<file path="src/rtl/cache_types_pkg.sv">
`default_nettype none
// ============================================================================
// Module      : cache_types (package)
// Description : Shared types and constants for the cache-to-memory adapter.
// Revision    : 1.0 - initial release
// ============================================================================
package cache_types;

    typedef enum logic [1:0] {
        IDLE        = 2'd0,
        READ_BURST  = 2'd1,
        WRITE_BURST = 2'd2,
        DONE        = 2'd3
    } adapter_state_t;

    localparam int unsigned c_DEFAULT_NUM_BEATS = 4;

endpackage : cache_types
`default_nettype wire

</file>
<file path="src/rtl/cacheline_adapter.sv">
`default_nettype none
// ============================================================================
// Module      : cacheline_adapter
// Description : Splits a cache line into a fixed burst of memory beats (write)
//               and reassembles beats into a line (read). Optional watchdog
//               enabled by defining ADAPTER_TIMEOUT_EN.
// Revision    : 1.0 - initial release
// ============================================================================
module cacheline_adapter
    import cache_types::*;
#(
    parameter int unsigned S_LINE  = 256,
    parameter int unsigned S_BURST = 64
`ifdef ADAPTER_TIMEOUT_EN
    ,
    parameter int unsigned TIMEOUT_CYCLES = 1024
`endif
) (
    input  logic               clk,
    input  logic               rst,
    input  logic [S_LINE-1:0]  line_i,
    output logic [S_LINE-1:0]  line_o,
    input  logic [31:0]        address_i,
    input  logic               read_i,
    input  logic               write_i,
    output logic               resp_o,
    input  logic [S_BURST-1:0] burst_i,
    output logic [S_BURST-1:0] burst_o,
    output logic [31:0]        address_o,
    output logic               read_o,
    output logic               write_o,
    input  logic               resp_i,
    output logic               err_o
);

    localparam int unsigned        c_NUM_BEATS = S_LINE / S_BURST;
    localparam int unsigned        c_CNT_W     = (c_NUM_BEATS > 1) ? $clog2(c_NUM_BEATS) : 1;
    localparam logic [c_CNT_W-1:0] c_LAST_BEAT = c_CNT_W'(c_NUM_BEATS - 1);

    adapter_state_t     r_state;
    logic [c_CNT_W-1:0] r_count;
    logic [S_LINE-1:0]  r_line_buf;
    logic [S_LINE-1:0]  r_line;
    logic [31:0]        r_address;
    logic               r_read;
    logic               r_write;
    logic               r_resp;
    logic               w_in_burst;
    logic               w_timeout;

    assign w_in_burst = (r_state == READ_BURST) || (r_state == WRITE_BURST);

`ifdef ADAPTER_TIMEOUT_EN
    localparam int unsigned c_WD_W = $clog2(TIMEOUT_CYCLES + 1);

    logic [c_WD_W-1:0] r_wdog;
    logic              r_err;

    // Fires on the burst cycle that would be the TIMEOUT_CYCLES-th without a beat.
    assign w_timeout = w_in_burst && !resp_i && (r_wdog == c_WD_W'(TIMEOUT_CYCLES - 1));

    always_ff @(posedge clk) begin
        if (rst) begin
            r_wdog <= '0;
            r_err  <= 1'b0;
        end else begin
            r_err <= w_timeout;
            if (!w_in_burst || resp_i) begin
                r_wdog <= '0;
            end else begin
                r_wdog <= r_wdog + 1'b1;
            end
        end
    end

    assign err_o = r_err;
`else
    assign w_timeout = 1'b0;
    assign err_o     = 1'b0;
`endif

    always_ff @(posedge clk) begin
        if (rst) begin
            r_state    <= IDLE;
            r_count    <= '0;
            r_line_buf <= '0;
            r_line     <= '0;
            r_address  <= '0;
            r_read     <= 1'b0;
            r_write    <= 1'b0;
            r_resp     <= 1'b0;
        end else begin
            r_resp <= 1'b0;
            case (r_state)
                IDLE: begin
                    // Write has priority when both requests are raised together.
                    if (write_i) begin
                        r_address  <= address_i;
                        r_line_buf <= line_i;
                        r_count    <= '0;
                        r_write    <= 1'b1;
                        r_state    <= WRITE_BURST;
                    end else if (read_i) begin
                        r_address <= address_i;
                        r_count   <= '0;
                        r_read    <= 1'b1;
                        r_state   <= READ_BURST;
                    end
                end
                READ_BURST: begin
                    if (resp_i) begin
                        r_line[r_count*S_BURST +: S_BURST] <= burst_i;
                        if (r_count == c_LAST_BEAT) begin
                            r_count <= '0;
                            r_read  <= 1'b0;
                            r_resp  <= 1'b1;
                            r_state <= DONE;
                        end else begin
                            r_count <= r_count + 1'b1;
                        end
                    end else if (w_timeout) begin
                        r_count <= '0;
                        r_read  <= 1'b0;
                        r_resp  <= 1'b1;
                        r_state <= DONE;
                    end
                end
                WRITE_BURST: begin
                    if (resp_i) begin
                        if (r_count == c_LAST_BEAT) begin
                            r_count <= '0;
                            r_write <= 1'b0;
                            r_resp  <= 1'b1;
                            r_state <= DONE;
                        end else begin
                            r_count <= r_count + 1'b1;
                        end
                    end else if (w_timeout) begin
                        r_count <= '0;
                        r_write <= 1'b0;
                        r_resp  <= 1'b1;
                        r_state <= DONE;
                    end
                end
                DONE: begin
                    r_state <= IDLE;
                end
                default: begin
                    r_state <= IDLE;
                end
            endcase
        end
    end

    assign line_o    = r_line;
    assign burst_o   = r_line_buf[r_count*S_BURST +: S_BURST];
    assign address_o = r_address;
    assign read_o    = r_read;
    assign write_o   = r_write;
    assign resp_o    = r_resp;

endmodule : cacheline_adapter
`default_nettype wire

</file>
<file path="config.mk">
export PLATFORM = sky130hd
export DESIGN_NAME = cacheline_adapter
export DESIGN_NICKNAME = d
export VERILOG_FILES = /design/src/rtl/cache_types_pkg.sv /design/src/rtl/cacheline_adapter.sv
export SDC_FILE = /design/constraint.sdc
export NUM_CORES = 1
export LEC_CHECK = 0
export ABC_AREA = 1
export ABC_CLOCK_PERIOD_IN_PS = 2200
export CAP_MARGIN = 5
export CORE_AREA = 2 2 275 277
export CTS_CLUSTER_SIZE = 20
export DETAILED_ROUTE_END_ITERATION = 10
export DIE_AREA = 0 0 277 279
export HOLD_SLACK_MARGIN = 0.06
export PLACE_DENSITY_LB_ADDON = 0.3
export RECOVER_POWER = 100
export SLEW_MARGIN = 40
export SYNTH_ARGS = -nofsm -noshare
export SYNTH_HDL_FRONTEND = slang
export SYNTH_SLANG_ARGS = --single-unit
</file>
<file path="constraint.sdc">
create_clock -name clk -period 2.2 [get_ports clk]
set_input_delay 0.55 -clock clk [delete_from_list [all_inputs] [get_ports clk]]
set_output_delay 0.55 -clock clk [all_outputs]
set_load 0.005 [all_outputs]
</file>
==> impl_metrics.ini <==
[worst_setup_path]
critPathKind = reg2out
crit_path_start = r_count[0]$_SDFFE_PP0P_
cp-start-kind = flip-flop
worst_setup_path_end_kind = output port
cpMaxStageDelayCell = dfxtp_4
slowest_delay_ps = 470
r2r_start = r_count[0]$_SDFFE_PP0P_
crit_chain = inv_8, buf_8, buf_16, o21ai_4, o22ai_2, dlygate4sd2_1
critPathArrivalTime_ps = 1970
critPathBufInv = 4
cp.required_ps = 1650
critPathTopFamily = buffers and inverters
path_max_fanout = 10

[detailed_routing]
drc = 0
ant_nets = 0
vias = 23320
routed_wl_mm = 94.26
wl_per_cell_um = 19.82
drt_first_pass_iters = 5
drt-vias-per-instance = 4.904
drtIter0Drc = 1570

[sta]
clock.fmax_mhz = 396.4
slew_headroom_pct = 54.62
setup_slack_ps = -322.8
finalSetupViolCount = 123
finClkSkew_ps = 22.27
tightest_slew_ps = 680.7
post-route-period-util_pct = 114.7
finalCriticalPeriod_ps = 2523
rsz0062_at_grt = true
finalHoldViolations = 0
hold_slack_ps = 378.1
finalMaxSlewViolations = 0
setup_tns_ps = -14960

[synth]
muxShareOfSynthArea_pct = 0
ys_types = 22
ys_seq_area_share_pct = 50.63
ys_ff_latch = 551
syn_avg_cell_area_um2 = 7.310
synth_compound_area_share_pct = 17.41
synth_fa_ha_area_share_pct = 0.7467
ys_warn_count = 0
synth_xor_area_share_pct = 0
syn_inst = 2980
synthesis.nets = 3350
synth-simple-area-share_pct = 25.23
synth_top_family_by_area = simple AND/OR/NAND/NOR gates
syn_area_mm2 = 0.02178

[cts]
cts_sinks = 551
ctsHoldBuffers = 0
numCtsBuffers = 61
cts_tree = built
clkSlewWorstSetupHoldPaths_ps = 60
clkLatencyLatePin_ps = 630
htree_levels = 2
cts_max_path_buffers = 3
cts-root-buf = clkbuf_16

[global_routing]
grt.overflow.total = 0
antenna_found_initial = 14
grt_pass1_vias = 21938
track_usage_pct = 22.12
grt_pass1_wl_mm = 133.1
grt_max_degree = 70

[floorplanning]
ios = 713
std_cell_rows = 100
initial_core_util_pct = 29.41
coreArea_mm2 = 0.07407
die-area_mm2 = 0.07728
die_w_um = 277
die_y_um = 279

[run_status]
violations = setup timing
status = finished, violations left

[run]
max_cap_violations = 0

[layout]
synthToLayoutAreaGrowth_pct = 60.16
fillers = 7324
drive_gt1_share_pct = 15.17
fin_area_mm2 = 0.03489
multi_input_comb_area_mm2 = 0.01023
seq_area_mm2 = 0.01104
nets = 4101

[power_and_ir_drop]
p_leak_nw = 13.08
p_per_area_mw_per_mm2 = 1166
ir_worst_vdd_mv = 0.8984

[placement]
portBuffers = 711
place_hpwl_mm = 60.68
dpl_cell_area_mm2 = 0.03074
gp_congestion = 0.9061

[min_path]
worst_hold_path_type = in2reg
hp-start = rst
-- timing repair --
item | 4_1_cts | 5_1_grt
endpoints found under the setup margin | 65 | 265
endpoints found under the hold margin | 0 | 0
buffers inserted | 28 | 18
pin swaps | 32 | 40
gates resized for setup | 418 | 208
cloned | 17 | 20
-- placed cells by master (no fill, tap or decap), drive strengths merged, types with 39 or more instances in the layout --
| master | instances |
|---|---|
| a21oi | 257 |
| buf | 265 |
| clkbuf | 104 |
| clkdlybuf4s50 | 646 |
| dfxtp | 551 |
| inv | 39 |
| nand2 | 475 |
| nand3 | 72 |
| nand4 | 65 |
| nor2 | 772 |
| o21ai | 421 |
| o22ai | 64 |
-- sequential cells by signal, summed over array words and instances, names as in the netlist --
signal / count
address_o: 32
line_o: 256
r_count: 2
r_line_buf: 256
r_state: 2
read_o: 1
resp_o: 1
write_o: 1
-- metrics by stage --
stage	total power, mW	setup slack, ps	util (%)	std cells
detailed placement	26.73	-110.9	41.49	4557
global route	42.74	-390.5	47.09	4752
floorplan	19.49	80.58	-	2980
CTS	38.98	-388.1	45.49	4711
finish	40.66	-322.8	47.10	4755
global placement	26.69	-67.24	41.49	4557
-- synthesized netlist by cell type, drive strengths merged --
master	count	area share (%)
nand4	65	1.9
or2	1	0.029
inv	37	0.64
nor2	772	13
buf	109	2.9
ha	13	0.75
clkinv	1	0.017
o22ai	64	1.8
o21ai	421	9.7
a21oi	257	5.9
nor3	1	0.075
dfxtp	551	51
nand2	475	8.2
clkbuf	140	2.4
nand3	72	1.7
conb	1	0.017
-- worst min-delay path, cell delays in order --
cell      delay (ps)
clkbuf_8         140
inv_6            100
o21ai_0          110
nor2_1            40
-- metal layers --
metal | routed length, µm | GRT usage [%] | vias up
met5 | 36 | 0 | -
met4 | 4055 | 9.323 | 6
met3 | 7392 | 5.581 | 189
met2 | 45150 | 37.39 | 937
met1 | 37620 | 26.70 | 10857
li1 | - | - | 11331
-- power by group --
group          total, mW  leakage, nW  switching [mW]  internal (mW)
clock               10.6         1.02            4.31           6.27
sequential          12.5         4.51            1.04           11.4
combinational       17.6         7.55            9.68           7.92
-- cells by family (layout without fill, tap and decap cells) --
kind of cell,after synthesis,count (layout)
flip-flops,551,551
buffers and inverters,287,1084
adder cells (fa/ha/maj),13,13
AO/OA/AOI/OAI,742,742
AND/OR/NAND/NOR,1386,1386
other,1,10
-- final timing paths --
check,endpoint,cells after the start,slack [ps]
setup / recovery,burst_o[57],6,-320
hold / removal,r_line_buf[176]$_SDFFE_PP0P_,4,380
setup reg to reg,line_o[133]$_SDFFE_PP0P_,13,-60
hold reg to reg,line_o[164]$_SDFFE_PP0P_,2,460
-- final cells by class --
class                      instances  area share, %
antenna                            9        0.06455
sequential                       551          31.64
clock buffer                      86          5.078
inverter                          38         0.5487
timing repair buffer             937          29.04
multi-input combinational       2142          29.33
tap                              969          3.475
clock inverter                    23         0.8248
Power figures use the tool's default switching activity.
